--- src/rtl/vending_pkg.sv ---
// vending_pkg: coin codes, coin-to-unit conversion and controller state encoding.
package vending_pkg;
  localparam logic [1:0] COIN_NONE = 2'b00;
  localparam logic [1:0] COIN_1    = 2'b01;
  localparam logic [1:0] COIN_2    = 2'b10;
  localparam logic [1:0] COIN_4    = 2'b11;
  typedef enum logic [1:0] {S_IDLE, S_COLLECT, S_VEND, S_CHANGE} state_t;
  function automatic logic [2:0] coin_value(input logic [1:0] code);
    return code == COIN_4 ? 3'd4 : {1'b0, code};
  endfunction
endpackage

--- src/rtl/vending_controller_stock.sv ---
// vend_stock_bank: per-product stock counters with indexed decrement, restock and sold_out flags.
module vend_stock_bank #(
  parameter int NUM_PROD = 4,
  parameter int STOCK_INIT = 8,
  localparam int SEL_W = $clog2(NUM_PROD),
  localparam int STOCK_W = $clog2(STOCK_INIT + 1)
) (
  input  logic                clk,
  input  logic                rst_n,
  input  logic                dec,
  input  logic [SEL_W-1:0]    dec_idx,
  input  logic                restock,
  output logic [NUM_PROD-1:0] sold_out
);
  logic [STOCK_W-1:0] stock_q [NUM_PROD];
  logic [STOCK_W-1:0] stock_d [NUM_PROD];
  logic [NUM_PROD-1:0] sold_out_q, sold_out_d;
  // sold_out is registered from the next stock value so it moves together with dispense
  always_comb begin
    for (int i = 0; i < NUM_PROD; i++) begin
      stock_d[i] = restock ? STOCK_W'(STOCK_INIT)
                 : stock_q[i] - STOCK_W'(dec && 32'(dec_idx) == i && stock_q[i] != '0);
      sold_out_d[i] = stock_d[i] == '0;
    end
  end
  always_ff @(posedge clk or negedge rst_n) begin
    if (!rst_n) begin
      for (int i = 0; i < NUM_PROD; i++) stock_q[i] <= STOCK_W'(STOCK_INIT);
      sold_out_q <= '0;
    end else begin
      stock_q <= stock_d;
      sold_out_q <= sold_out_d;
    end
  end
  assign sold_out = sold_out_q;
endmodule

--- src/rtl/vending_controller.sv ---
// vending_controller: multi-product vending FSM with guarded credit, stock tracking and unit change return.
module vending_controller
  import vending_pkg::*;
#(
  parameter int PRICE = 3,
  parameter int MAX_CREDIT = 15,
  parameter int NUM_PROD = 4,
  parameter int STOCK_INIT = 8,
  localparam int CREDIT_W = $clog2(MAX_CREDIT + 1),
  localparam int SEL_W = $clog2(NUM_PROD)
) (
  input  logic                clk,
  input  logic                rst_n,
  input  logic [1:0]          coin,
  input  logic                cancel,
  input  logic                sel_valid,
  input  logic [SEL_W-1:0]    sel,
  input  logic                restock,
  output logic                dispense,
  output logic [SEL_W-1:0]    dispense_id,
  output logic                change_coin,
  output logic                coin_reject,
  output logic                sel_err,
  output logic [CREDIT_W-1:0] credit,
  output logic [NUM_PROD-1:0] sold_out,
  output logic                busy
);
  state_t state_q, state_d;
  logic [CREDIT_W-1:0] credit_q, credit_d;
  logic [SEL_W-1:0] dispense_id_q, dispense_id_d;
  logic dispense_q, dispense_d, change_coin_q, change_coin_d;
  logic coin_reject_q, coin_reject_d, sel_err_q, sel_err_d, busy_q, busy_d;
  logic accepting, coin_in, cancel_ok, sel_ok, coin_ok;

  vend_stock_bank #(.NUM_PROD(NUM_PROD), .STOCK_INIT(STOCK_INIT)) u_stock (
    .clk(clk), .rst_n(rst_n), .dec(sel_ok), .dec_idx(sel),
    .restock(restock && state_q == S_IDLE), .sold_out(sold_out)
  );

  always_ff @(posedge clk or negedge rst_n) begin
    if (!rst_n) begin
      state_q <= S_IDLE;
      credit_q <= '0;
      dispense_id_q <= '0;
      dispense_q <= 1'b0;
      change_coin_q <= 1'b0;
      coin_reject_q <= 1'b0;
      sel_err_q <= 1'b0;
      busy_q <= 1'b0;
    end else begin
      state_q <= state_d;
      credit_q <= credit_d;
      dispense_id_q <= dispense_id_d;
      dispense_q <= dispense_d;
      change_coin_q <= change_coin_d;
      coin_reject_q <= coin_reject_d;
      sel_err_q <= sel_err_d;
      busy_q <= busy_d;
    end
  end

  // Priority: cancel beats sel_valid beats coin; the credit is reduced as soon as a sale is accepted
  always_comb begin
    accepting = state_q == S_IDLE || state_q == S_COLLECT;
    coin_in = coin != COIN_NONE;
    cancel_ok = cancel && state_q == S_COLLECT;
    sel_ok = sel_valid && !cancel_ok && state_q == S_COLLECT && credit_q >= CREDIT_W'(PRICE)
             && 32'(sel) < NUM_PROD && !sold_out[sel];
    coin_ok = coin_in && accepting && !cancel_ok && !sel_valid
              && 32'(credit_q) + 32'(coin_value(coin)) <= 32'(MAX_CREDIT);
    state_d = state_q;
    credit_d = credit_q;
    if (cancel_ok) state_d = S_CHANGE;
    else if (sel_ok) begin
      state_d = S_VEND;
      credit_d = credit_q - CREDIT_W'(PRICE);
    end else if (coin_ok) begin
      state_d = S_COLLECT;
      credit_d = credit_q + CREDIT_W'(coin_value(coin));
    end else if (state_q == S_VEND) state_d = credit_q == '0 ? S_IDLE : S_CHANGE;
    else if (state_q == S_CHANGE) begin
      credit_d = credit_q - 1'b1;
      state_d = credit_q == CREDIT_W'(1) ? S_IDLE : S_CHANGE;
    end
  end

  always_comb begin
    dispense_d = state_d == S_VEND;
    change_coin_d = state_d == S_CHANGE;
    busy_d = dispense_d || change_coin_d;
    coin_reject_d = coin_in && !coin_ok;
    sel_err_d = sel_valid && !sel_ok;
    dispense_id_d = sel_ok ? sel : dispense_id_q;
  end

  assign dispense = dispense_q;
  assign dispense_id = dispense_id_q;
  assign change_coin = change_coin_q;
  assign coin_reject = coin_reject_q;
  assign sel_err = sel_err_q;
  assign credit = credit_q;
  assign busy = busy_q;
endmodule
--- config.mk ---
export PLATFORM = sky130hd
export DESIGN_NAME = vending_controller
export DESIGN_NICKNAME = d
export VERILOG_FILES = /design/src/rtl/vending_pkg.sv /design/src/rtl/vending_controller_stock.sv /design/src/rtl/vending_controller.sv
export SDC_FILE = /design/constraint.sdc
export NUM_CORES = 1
export LEC_CHECK = 0
export ABC_AREA = 1
export BUFFER_PORTS_ARGS = -buffer_cell sky130_fd_sc_hd__buf_2
export CORE_MARGIN = 1.5
export CORE_UTILIZATION = 45
export CTS_BUF_LIST = sky130_fd_sc_hd__clkbuf_4
export CTS_CLUSTER_SIZE = 40
export DETAILED_ROUTE_END_ITERATION = 10
export PLACE_DENSITY = 0.62
export SYNTH_ARGS = -nofsm -noshare
export SYNTH_HDL_FRONTEND = slang
export SYNTH_SLANG_ARGS = --single-unit
--- constraint.sdc ---
create_clock -name clk -period 5.04 [get_ports clk]
set_input_delay 1.008 -clock clk [delete_from_list [all_inputs] [get_ports clk]]
set_output_delay 1.008 -clock clk [all_outputs]
set_load 0.005 [all_outputs]
==> results.py, run 1 <==
metrics = {
    "worst_setup_path": {
        "worstReg2RegStart": "credit[1]$_DFFE_PN0P_",
        "worst-endpoint-arrival_ns": 2.71,
        "cp_max_fo": 8,
        "startpoint": "coin[0]",
        "regToRegSetupSlack_ns": 2.70,
        "timing.critical_path.to_type": "register",
        "criticalPathCategory": "in2reg",
        "worstReg2RegEnd": "u_stock.sold_out[1]$_DFF_PN0_",
        "critical_path_required_ns": 5.26,
        "critical_path.startpoint_type": "primary input",
        "crit_chain": "buf_2, inv_1, nor2_1, ha_1, fa_1, nand2_1, nand2_1, nand2_1, nand3_2, nand3_2, nand3_1, nand2_1, nand2_1",
        "highest_delay_cell_along_the_critical_path": "sky130_fd_sc_hd__fa_1",
        "max_stage_delay_ns": 0.40,
        "critical_path.top_delay_family": "simple AND/OR/NAND/NOR gates",
        "path_buf_inv": 2,
        "crit_top_cell": "sky130_fd_sc_hd__nand2_1",
        "ff2ff_path_depth": 12,
    },
    "pwr": {
        "worst_ir_drop_vdd_v": 0.000233,
        "pwr_density_cell_mw_per_mm2": 548,
        "static_leak_nw": 1.10,
    },
    "layout": {
        "layoutNonFillerInstCount": 304,
        "diodes": 0,
        "num-nets-final": 278,
        "mostFrequentLayoutCells": "sky130_fd_sc_hd__nand2_1, sky130_fd_sc_hd__nor2_1, sky130_fd_sc_hd__dfrtp_1",
        "area_delta_synth_final_pct": 10.2,
        "final_common_cell": "sky130_fd_sc_hd__nand2_1",
        "post_route_cells_drive_above_1_share_pct": 22.8,
    },
    "run_status": {
        "status": "complete, no violations",
    },
    "route": {
        "routedWlPerCell_um": 12.0,
        "detail_route.vias_per_cell": 5.07,
        "drt-total-wl_mm": 3.65,
        "remaining_drc_errors": 0,
        "firstDrtPassIters": 4,
        "final_antenna_net_count": 0,
        "drtIter0Drc": 125,
        "vias": 1540,
    },
    "synth": {
        "synth_top_cell_by_area": "sky130_fd_sc_hd__dfrtp_1",
        "synthCells": 227,
        "syn_area_per_cell_um2": 8.48,
        "ys_seq_area_share_pct": 43.1,
        "syn_area_mm2": 0.00193,
        "number_of_synthesis_warnings": 0,
        "synthDominantCellAreaShare_pct": 37.7,
        "synth_area_leaders": "sky130_fd_sc_hd__dfrtp_1, sky130_fd_sc_hd__ha_1, sky130_fd_sc_hd__nand2_1",
        "synth.ff_latch_count": 33,
        "synth.lib_cells_used.distinct": 29,
        "postSynthNetCount": 252,
    },
    "cts": {
        "cts_post_setup_buffers_inserted": 0,
        "cts-resized-gates": 0,
        "cts_buffer_count": 5,
        "cts_tree": "built",
        "ctsLongestPathBuffers": 2,
        "worst_skew_pair.late_latency_ns": 0.33,
        "hold_buffers": 0,
        "cts.sinks": 33,
        "clk_transition_reported_paths_ns": 0.10,
        "clockRootBuffer": "sky130_fd_sc_hd__clkbuf_4",
        "htree_levels": 2,
    },
    "global_routing": {
        "grt_pass1_vias": 1457,
        "grt_first_pass_wirelength_mm": 6.38,
        "grt_antenna_before_repair": 0,
        "grt_max_degree": 34,
        "grt.overflow.total": 0,
        "gr-usage-all-layers_pct": 18.5,
    },
    "timing": {
        "finalSetupViolCount": 0,
        "max_slew_margin_pct": 51.8,
        "fin_crit_ns": 2.49,
        "rsz0062_at_grt": "false",
        "finalHoldWorstSlack_ns": 0.501,
        "timing.clock.skew_ns": 0.0142,
        "period_share_pct": 49.3,
        "tightestPinTransition_ns": 0.723,
        "timing_hold_violations_final": 0,
        "max_clock_freq_mhz": 402,
        "maxSlewViolCount": 0,
        "totalNegativeSetupSlack_ns": 0,
    },
    "floorplanning": {
        "floorplan.die_area_mm2": 0.00468,
        "design.core.area_mm2": 0.00406,
        "floorplan.die.height_um": 68.4,
        "die-width_um": 68.4,
        "placementRows": 23,
        "io_pins": 24,
        "initial_core_util_pct": 47.5,
    },
    "hold_path": {
        "worstHoldEndpoint": "dispense_id[1]$_DFFE_PN0P_",
        "hold_class": "reg2reg",
        "worstHoldStart": "dispense_id[1]$_DFFE_PN0P_",
        "whs_path_depth": 2,
    },
    "run": {
        "max_cap_violations": 0,
    },
    "placed_design": {
        "place.gp.congestion": 0.750,
        "dp.cells": 296,
        "portBuffers": 23,
        "place.detailed.hpwl_mm": 2.70,
    },
}
-- power breakdown --
| group | switching, W | total [W] | internal, W | leakage (nW) |
|---|---|---|---|---|
| logic | 0.000294 | 0.000508 | 0.000214 | 0.664 |
| registers | 0.000111 | 0.000502 | 0.000391 | 0.395 |
| clock network | 0.0000873 | 0.000152 | 0.0000651 | 0.0361 |
| total | 0.000493 | 0.00116 | 0.000671 | 1.10 |
-- routing by layer --
| layer | part of all wire [%] | wire [µm] | GRT usage [%] | up-vias |
|---|---|---|---|---|
| met1 | 49 | 1780 | 24.0 | 712 |
| li1 | - | - | - | 798 |
| met2 | 46 | 1690 | 29.2 | 26 |
| met4 | 1.0 | 37 | 7.00 | 0 |
| met3 | 4.1 | 148 | 4.93 | 4 |
| met5 | 0 | 0 | 0 | - |
-- area by class of cell --
type	count	area (µm²)
clock inverter	1	5.00
inverter	27	101
multi-input combinational	163	955
sequential	33	831
tap	50	62.6
fill	389	1940
clock buffer	7	52.6
timing repair buffer	23	115
-- cell usage after synthesis (all sizes together) --
| cell | count |
|---|---|
| fa | 1 |
| nand4 | 2 |
| a21oi | 7 |
| nor3 | 3 |
| nor3b | 3 |
| dfrtp | 29 |
| dfstp | 4 |
| xor2 | 2 |
| nor4 | 9 |
| o211ai | 3 |
| buf | 4 |
| nor2 | 36 |
| nand3 | 19 |
| inv | 27 |
| nand2 | 54 |
| xnor2 | 1 |
| o21ai | 8 |
| ha | 15 |
-- state kept, by name, indices dropped and copies added, names as in the netlist --
name,flops
sel_err,1
dispense_id,2
credit,4
coin_reject,1
busy,1
dispense,1
change_coin,1
state_q,2
u_stock.sold_out,4
u_stock.stock_q,16
-- worst reg2reg max path, stage by stage (launching register included) --
cell                      delay, ns
sky130_fd_sc_hd__dfrtp_1       0.52
sky130_fd_sc_hd__ha_1          0.24
sky130_fd_sc_hd__inv_1         0.05
sky130_fd_sc_hd__nand2_1       0.08
sky130_fd_sc_hd__nand2_1       0.09
sky130_fd_sc_hd__nor2_4        0.10
sky130_fd_sc_hd__nand2_4       0.14
sky130_fd_sc_hd__nor3_1        0.18
sky130_fd_sc_hd__ha_1          0.21
sky130_fd_sc_hd__ha_1          0.18
sky130_fd_sc_hd__nand2_1       0.05
sky130_fd_sc_hd__nor3b_1       0.14
sky130_fd_sc_hd__nor4_1        0.26
-- stage by stage --
stage | util, % | power (W) | cell area (µm²) | worst slack, ns
floorplan | - | 0.000881 | 1930 | 2.54
finish | 52.3 | 0.00116 | 2120 | 2.55
CTS | 52.3 | 0.00118 | 2120 | 2.55
detailed placement | 50.9 | 0.00102 | 2060 | 2.20
global placement | 50.9 | 0.00102 | 2060 | 2.20
global route | 52.3 | 0.00129 | 2120 | 2.29
-- how the worst max path moves through the flow --
stage,endpoint,cells after the start,slack [ns]
2_1_floorplan,u_stock.sold_out[3]$_DFF_PN0_,12,2.54
3_3_place_gp,u_stock.sold_out[3]$_DFF_PN0_,12,2.20
3_5_place_dp,u_stock.sold_out[1]$_DFF_PN0_,12,2.20
4_1_cts,u_stock.sold_out[1]$_DFF_PN0_,12,2.55
5_1_grt,u_stock.sold_out[1]$_DFF_PN0_,12,2.29
6_report,credit[3]$_DFFE_PN0P_,13,2.55
-- cells by family (layout without fill, tap and decap cells) --
kind of cell | Yosys count | after routing | synth area share (%)
and+or+nand+nor | 126 | 126 | 31.9
xor gates and xnor gates | 3 | 3 | 1.36
DFF | 33 | 33 | 43.1
adders and majority gates | 16 | 16 | 10.8
buffers and inverters | 31 | 58 | 7.28
AOI/OAI and AO/OA | 18 | 18 | 5.52
(Power assumes the default switching activity.)
==> run 2: changes to the inputs <==
clock period = 2.5 ns   (was 5.04 ns; I/O delays follow)
==> run 2 against run 1 <==
  * Sequential cell count unchanged
  * Combinational power up 120%
  * Critical path type is now reg2reg
  * Largest cell class unchanged
  * Count of clock-buffer cells in the layout down 1
  * Sequential share of layout area down 0.92 points
  * Final area up 2.4%
  * Non-clock buffer count up 4
  * Sequential power up 92%
  * Global-route usage up 0.13 points
  * Critical path depth down 3
  * Clock power rose to 2.6 times the previous value
  * Routed wire length up 2.9%
  * Clock skew down 0.0050 ns
==> results.py, run 2 (synthesis gave the netlist of run 1 again) <==
metrics = {
    "timing": {
        "timing_hold_violations_final": 0,
        "totalNegativeSetupSlack_ns": 0,
        "tightestPinTransition_ns": 0.731,
        "period_share_pct": 87.2,
        "maxSlewViolCount": 0,
        "fin_crit_ns": 2.18,
        "max_slew_margin_pct": 51.3,
        "post-route-worst-setup-slack_ns": 0.320,
        "finalHoldWorstSlack_ns": 0.211,
        "rsz0062_at_grt": "false",
        "finalSetupViolCount": 0,
        "max_clock_freq_mhz": 459,
        "timing.clock.skew_ns": 0.00927,
    },
    "cts": {
        "ctsLongestPathBuffers": 2,
        "cts_tree": "built",
        "cts_post_setup_buffers_inserted": 0,
        "clockRootBuffer": "sky130_fd_sc_hd__clkbuf_4",
        "cts-resized-gates": 0,
        "htree_levels": 2,
        "cts.sinks": 33,
        "worst_skew_pair.late_latency_ns": 0.33,
        "cts_buffer_count": 5,
        "clk_transition_reported_paths_ns": 0.11,
        "hold_buffers": 0,
    },
    "floorplanning": {
        "io_pins": 24,
        "initial_core_util_pct": 47.5,
        "die-width_um": 68.4,
        "floorplan.die_area_mm2": 0.00468,
        "placementRows": 23,
        "floorplan.die.height_um": 68.4,
        "design.core.area_mm2": 0.00406,
    },
    "worst_setup_path": {
        "critical_path.startpoint_type": "register",
        "timing.critical_path.to_type": "register",
        "critical_path_required_ns": 2.73,
        "worst-endpoint-arrival_ns": 2.41,
        "cp_max_fo": 15,
        "criticalPathCategory": "reg2reg",
    },
    "layout": {
        "area_delta_synth_final_pct": 12.9,
        "final_common_cell": "sky130_fd_sc_hd__nand2_1",
        "num-nets-final": 282,
        "mostFrequentLayoutCells": "sky130_fd_sc_hd__nand2_1, sky130_fd_sc_hd__nor2_1, sky130_fd_sc_hd__dfrtp_1",
        "post_route_cells_drive_above_1_share_pct": 23.6,
        "diodes": 0,
        "largest_register_ff_count": 16,
        "largest_register": "u_stock.stock_q",
    },
    "pwr": {
        "pwr_density_cell_mw_per_mm2": 1150,
        "flop_pwr_share_pct": 38.6,
        "worst_ir_drop_vdd_v": 0.000623,
        "p_switching_w": 0.00102,
        "internal-power_w": 0.00148,
        "static_leak_nw": 1.12,
        "finalPower_w": 0.00249,
        "clock_power_share_pct": 16.0,
        "switching_part_of_the_total_pct": 40.8,
        "combinationalPowerShare_pct": 45.4,
    },
    "route": {
        "firstDrtPassIters": 6,
        "vias": 1542,
        "detail_route.vias_per_cell": 5.01,
        "routedWlPerCell_um": 12.2,
        "drtIter0Drc": 61,
        "remaining_drc_errors": 0,
        "drt-total-wl_mm": 3.76,
        "final_antenna_net_count": 0,
    },
    "global_routing": {
        "grt_antenna_before_repair": 0,
        "grt_pass1_vias": 1345,
        "grt.overflow.total": 0,
        "gr-usage-all-layers_pct": 18.6,
        "grt_max_degree": 34,
        "grt_first_pass_wirelength_mm": 6.29,
    },
    "placed_design": {
        "portBuffers": 23,
        "place_worst_setup_slack_ns": 0.173,
        "place.gp.congestion": 0.781,
        "place.detailed.hpwl_mm": 2.83,
    },
    "run_status": {
        "status": "complete, no violations",
    },
    "run": {
        "max_cap_violations": 0,
    },
    "hold_path": {
        "hold_class": "in2async",
    },
}
==> run 2: cell types whose count changed in the layout (fill, tap and decap cells not counted), sizes merged <==
cell,before,now
buf,23,27
clkbuf,7,6
bufinv,0,1
==> run 2: path summary, 6_finish.rpt <==
| path | startpoint | endpoint | slack (ns) | depth (start not counted) |
|---|---|---|---|---|
| worst min-delay path | rst_n | u_stock.sold_out[2]$_DFF_PN0_ | 0.21 | 1 |
| max in group asynchronous | rst_n | credit[3]$_DFFE_PN0P_ | 1.82 | 1 |
| worst max register to register | state_q[1]$_DFF_PN0_ | u_stock.sold_out[3]$_DFF_PN0_ | 0.32 | 10 |
| worst max-delay path | state_q[1]$_DFF_PN0_ | u_stock.sold_out[3]$_DFF_PN0_ | 0.32 | 10 |
| worst min register to register | dispense_id[0]$_DFFE_PN0P_ | dispense_id[0]$_DFFE_PN0P_ | 0.52 | 2 |
| min in group clk | sel_valid | sel_err$_DFF_PN0_ | 0.44 | 3 |
==> run 2: metal layers <==
metal  global-route usage, %  part of all wire [%]  vias to the layer above  routed length (µm)
met5                       0                     0                        -                   0
met4                    5.25                  0.88                        0                  33
met3                    6.41                   2.9                        4                 108
met2                    27.5                    43                       18                1610
met1                    25.7                    53                      714                2000
li1                        -                     -                      806                   -
==> run 2: layout make-up <==
cell class	count	area (µm²)
clock buffers	6	45.0
clock inverters	2	33.8
fillers	400	1880
inverters	27	101
multi-input cells	163	955
flip-flops and latches	33	831
well taps	50	62.6
repair buffers	27	145
==> run 2: worst max-delay path, cell delays in order, from the launching register on <==
cell                      delay, ns
sky130_fd_sc_hd__dfrtp_1       0.50
sky130_fd_sc_hd__nor2_4        0.19
sky130_fd_sc_hd__nand2_1       0.08
sky130_fd_sc_hd__nor2_2        0.14
sky130_fd_sc_hd__nand2_4       0.14
sky130_fd_sc_hd__nor4_2        0.17
sky130_fd_sc_hd__ha_1          0.21
sky130_fd_sc_hd__ha_1          0.16
sky130_fd_sc_hd__nand2_1       0.05
sky130_fd_sc_hd__nor3b_1       0.15
sky130_fd_sc_hd__nor4_1        0.28
==> run 2: through the flow <==
step | cell area [µm²] | instances | util (%)
after floorplan | 1930 | 227 | -
after global placement | 2090 | 300 | 51.6
after detailed placement | 2090 | 300 | 51.6
after CTS | 2170 | 308 | 53.6
after global routing | 2170 | 308 | 53.6
final | 2170 | 308 | 53.6
==> run 2: power by group through the flow <==
stage	Clock, W	Sequential (W)	Combinational, W
floorplan	0	0.000962	0.000813
global placement	0	0.000976	0.00112
detailed placement	0	0.000976	0.00113
CTS	0.000414	0.000964	0.00115
global route	0.000439	0.00100	0.00130
finish	0.000400	0.000963	0.00113
==> run 3: changes to the inputs <==
ABC_AREA = unset   (was 1)
CORE_UTILIZATION = 26   (was 45)
PLACE_DENSITY = 0.4   (was 0.62)
==> run 3 against run 2 <==
  * Hold slack better by 0.014 ns
  * Largest cell class unchanged
  * Maximum frequency shrank 9.7%
  * Combinational power about the same
  * Synthesized cell count is 21% lower
  * Sequential cell count unchanged
  * Power down 9.0%
  * Critical endpoint is now u_stock.sold_out[2]$_DFF_PN0_
  * Routed wire length up 14%
  * Register-to-register slack worse by 0.24 ns
  * Sequential share of layout area down 2.0 points
  * Area after synthesis down 6.2%
==> results.py, run 3 <==
metrics = {
    "run_status": {
        "status": "complete, no violations",
    },
    "placed_design": {
        "place_worst_setup_slack_ns": -0.255,
        "place.detailed.hpwl_mm": 3.23,
        "portBuffers": 23,
        "placedInstanceArea_mm2": 0.00221,
        "place.gp.congestion": 0.718,
    },
    "layout": {
        "largest_register": "u_stock.stock_q",
        "area_delta_synth_final_pct": 27.2,
        "mostFrequentLayoutCells": "sky130_fd_sc_hd__dfrtp_1, sky130_fd_sc_hd__buf_4, sky130_fd_sc_hd__nor2_1, sky130_fd_sc_hd__buf_2, sky130_fd_sc_hd__a21oi_1",
        "final_common_cell": "sky130_fd_sc_hd__dfrtp_1",
        "final_area_mm2": 0.00230,
        "multiInputGateArea_um2": 940,
        "seqCellArea_um2": 831,
        "post_route_cells_drive_above_1_share_pct": 34.5,
        "largest_register_ff_count": 16,
        "filler_cell_count": 713,
        "num-nets-final": 256,
        "diodes": 0,
    },
    "synth": {
        "number_of_synthesis_warnings": 0,
        "synth_async_sr_flop_share_pct": 100,
        "synth_top_cell_by_area": "sky130_fd_sc_hd__dfrtp_1",
        "synth.ff_latch_count": 33,
        "syn_area_mm2": 0.00181,
        "syn_area_per_cell_um2": 10.1,
        "dominantRegCellSynth": "sky130_fd_sc_hd__dfrtp_1",
        "synth_enable_flop_cells": 0,
        "ys_seq_area_share_pct": 46.0,
        "synth.lib_cells_used.distinct": 46,
        "synthCells": 179,
        "synth_area_leaders": "sky130_fd_sc_hd__dfrtp_1, sky130_fd_sc_hd__ha_1, sky130_fd_sc_hd__dfstp_2",
        "postSynthNetCount": 204,
        "synthMostInstantiatedCell": "sky130_fd_sc_hd__dfrtp_1",
        "synth_top_cells_by_count": "sky130_fd_sc_hd__dfrtp_1, sky130_fd_sc_hd__nor2_1, sky130_fd_sc_hd__ha_1",
        "synthDominantCellAreaShare_pct": 40.2,
    },
    "cts": {
        "ctsLongestPathBuffers": 2,
        "cts_tree": "built",
        "clk_transition_reported_paths_ns": 0.11,
        "clockRootBuffer": "sky130_fd_sc_hd__clkbuf_4",
        "cts_buffer_count": 5,
        "worst_skew_pair.late_latency_ns": 0.33,
        "cts.sinks": 33,
        "hold_buffers": 0,
        "htree_levels": 2,
    },
    "global_routing": {
        "grt_antenna_before_repair": 0,
        "grt.overflow.total": 0,
        "grt_first_pass_wirelength_mm": 7.27,
        "grt_pass1_vias": 1470,
        "gr-usage-all-layers_pct": 12.9,
        "grt_max_degree": 34,
    },
    "timing": {
        "finalSetupViolCount": 0,
        "max_clock_freq_mhz": 414,
        "rsz0062_at_grt": "true",
        "maxSlewViolCount": 0,
        "period_share_pct": 96.6,
        "timing.clock.skew_ns": 0.0121,
        "max_slew_margin_pct": 49.3,
        "timing_hold_violations_final": 0,
        "fin_crit_ns": 2.42,
        "totalNegativeSetupSlack_ns": 0,
        "post-route-worst-setup-slack_ns": 0.0845,
        "tightestPinTransition_ns": 0.761,
    },
    "worst_setup_path": {
        "criticalPathCategory": "reg2reg",
        "regToRegSetupSlack_ns": 0.08,
        "crit_chain": "mux4_2, or3_4, clkinv_2, nand2_2, nor3_2, ha_2, ha_1, xnor2_1, nor2_1, nor4_1",
        "timing.critical_path.to_type": "register",
        "cp_max_fo": 5,
        "critical_path.endpoint": "u_stock.sold_out[2]$_DFF_PN0_",
        "critical_path.startpoint_type": "register",
        "max_stage_delay_ns": 0.46,
        "path_buf_inv": 1,
        "startpoint": "u_stock.sold_out[2]$_DFF_PN0_",
        "ff2ff_path_depth": 10,
        "critical_path_required_ns": 2.74,
        "worst-endpoint-arrival_ns": 2.66,
        "critical_path.top_delay_family": "simple AND/OR/NAND/NOR gates",
        "highest_delay_cell_along_the_critical_path": "sky130_fd_sc_hd__mux4_2",
        "worstReg2RegStart": "u_stock.sold_out[2]$_DFF_PN0_",
        "worstSetupPathDepth": 10,
        "worstReg2RegEnd": "u_stock.sold_out[2]$_DFF_PN0_",
    },
    "floorplanning": {
        "placementRows": 30,
        "initial_core_util_pct": 26.7,
        "floorplan.die.height_um": 86.3,
        "io_pins": 24,
        "floorplan.die_area_mm2": 0.00745,
        "die-width_um": 86.3,
        "design.core.area_mm2": 0.00676,
    },
    "route": {
        "firstDrtPassIters": 4,
        "final_antenna_net_count": 0,
        "drtIter0Drc": 52,
        "vias": 1452,
        "routedWlPerCell_um": 13.8,
        "remaining_drc_errors": 0,
        "drt-total-wl_mm": 4.30,
        "detail_route.vias_per_cell": 4.65,
    },
    "pwr": {
        "worst_ir_drop_vdd_v": 0.000366,
        "static_leak_nw": 1.11,
        "finalPower_w": 0.00227,
        "pwr_density_cell_mw_per_mm2": 988,
    },
    "hold_path": {
        "hold_class": "in2async",
    },
    "run": {
        "max_cap_violations": 0,
    },
}
run 3: cell count changes after synthesis, moves of 4 or more:
cell	delta
sky130_fd_sc_hd__a21oi_1	+8
sky130_fd_sc_hd__nor2_1	-6
sky130_fd_sc_hd__o21ai_1	-4
sky130_fd_sc_hd__inv_1	-10
sky130_fd_sc_hd__nand2_1	-39
sky130_fd_sc_hd__nand3_1	-15
sky130_fd_sc_hd__inv_2	-5
sky130_fd_sc_hd__clkbuf_1	+4
sky130_fd_sc_hd__xnor2_1	+4
sky130_fd_sc_hd__nor2b_1	+4
sky130_fd_sc_hd__and3_1	+4
sky130_fd_sc_hd__o21ai_0	+4
sky130_fd_sc_hd__nor2_2	-4
run 3: worst min-delay path by stage:
| stage | startpoint | end | slack [ns] | cells after the start |
|---|---|---|---|---|
| 2_1_floorplan | rst_n | busy$_DFF_PN0_ | 0.20 | 0 |
| 3_3_place_gp | dispense_id[0]$_DFFE_PN0P_ | dispense_id[0]$_DFFE_PN0P_ | 0.47 | 2 |
| 3_5_place_dp | dispense_id[1]$_DFFE_PN0P_ | dispense_id[1]$_DFFE_PN0P_ | 0.47 | 2 |
| 4_1_cts | rst_n | u_stock.stock_q[9]$_DFF_PN0_ | 0.25 | 1 |
| 5_1_grt | rst_n | u_stock.stock_q[8]$_DFF_PN0_ | 0.27 | 1 |
| 6_report | rst_n | dispense_id[0]$_DFFE_PN0P_ | 0.23 | 1 |
run 3: logic make-up after synthesis:
| kind of cell | after synthesis | synth area share (%) |
|---|---|---|
| buffers and inverters | 18 | 4.16 |
| adders and majority gates | 16 | 11.5 |
| AOI/OAI and AO/OA | 38 | 14.3 |
| DFF | 33 | 46.0 |
| and+or+nand+nor | 67 | 19.7 |
| muxes | 2 | 1.80 |
| xor gates and xnor gates | 5 | 2.43 |
run 3: timing repair:
item	in CTS	in global routing
pin swaps	0	2
buffers inserted	0	1
endpoints found under the setup margin	1	6
gates resized for setup	1	5
run 3: report_power, final:
group / internal (W) / total (W) / switching, W
registers: 0.000734 / 0.000842 / 0.000109
clock network: 0.000131 / 0.000314 / 0.000183
logic: 0.000532 / 0.00111 / 0.000580
total: 0.00140 / 0.00227 / 0.000872
run 3: final cells by class:
cell class,count,share of cell area [%]
Clock buffer,7,2.29
Clock inverter,1,0.218
Inverter,13,2.18
Multi-Input combinational cell,128,40.9
Sequential cell,33,36.2
Tap cell,80,4.36
Timing Repair Buffer,50,13.8
run 3: per-layer routing:
| layer | share of wire [%] | track usage (%) |
|---|---|---|
| met3 | 3.7 | 3.05 |
| met4 | 0.98 | 3.96 |
| met5 | 0 | 0 |
| met2 | 47 | 20.2 |
| met1 | 49 | 17.5 |
run 3: per-stage QoR:
step,hold WS (ns),cells,utilization (%)
after detailed placement,0.469,303,32.8
after global placement,0.475,303,32.8
after floorplan,0.204,179,-
after global routing,0.268,312,34.0
after CTS,0.247,311,33.7
final,0.225,312,34.0
run 3: worst reg2reg max path, cell delays in order, from the launching register on:
cell and delay, ns:
sky130_fd_sc_hd__dfrtp_1 0.42, sky130_fd_sc_hd__mux4_2 0.46, sky130_fd_sc_hd__or3_4 0.38, sky130_fd_sc_hd__clkinv_2 0.07, sky130_fd_sc_hd__nand2_2 0.07, sky130_fd_sc_hd__nor3_2 0.16, sky130_fd_sc_hd__ha_2 0.20, sky130_fd_sc_hd__ha_1 0.15
sky130_fd_sc_hd__xnor2_1 0.12, sky130_fd_sc_hd__nor2_1 0.07, sky130_fd_sc_hd__nor4_1 0.23
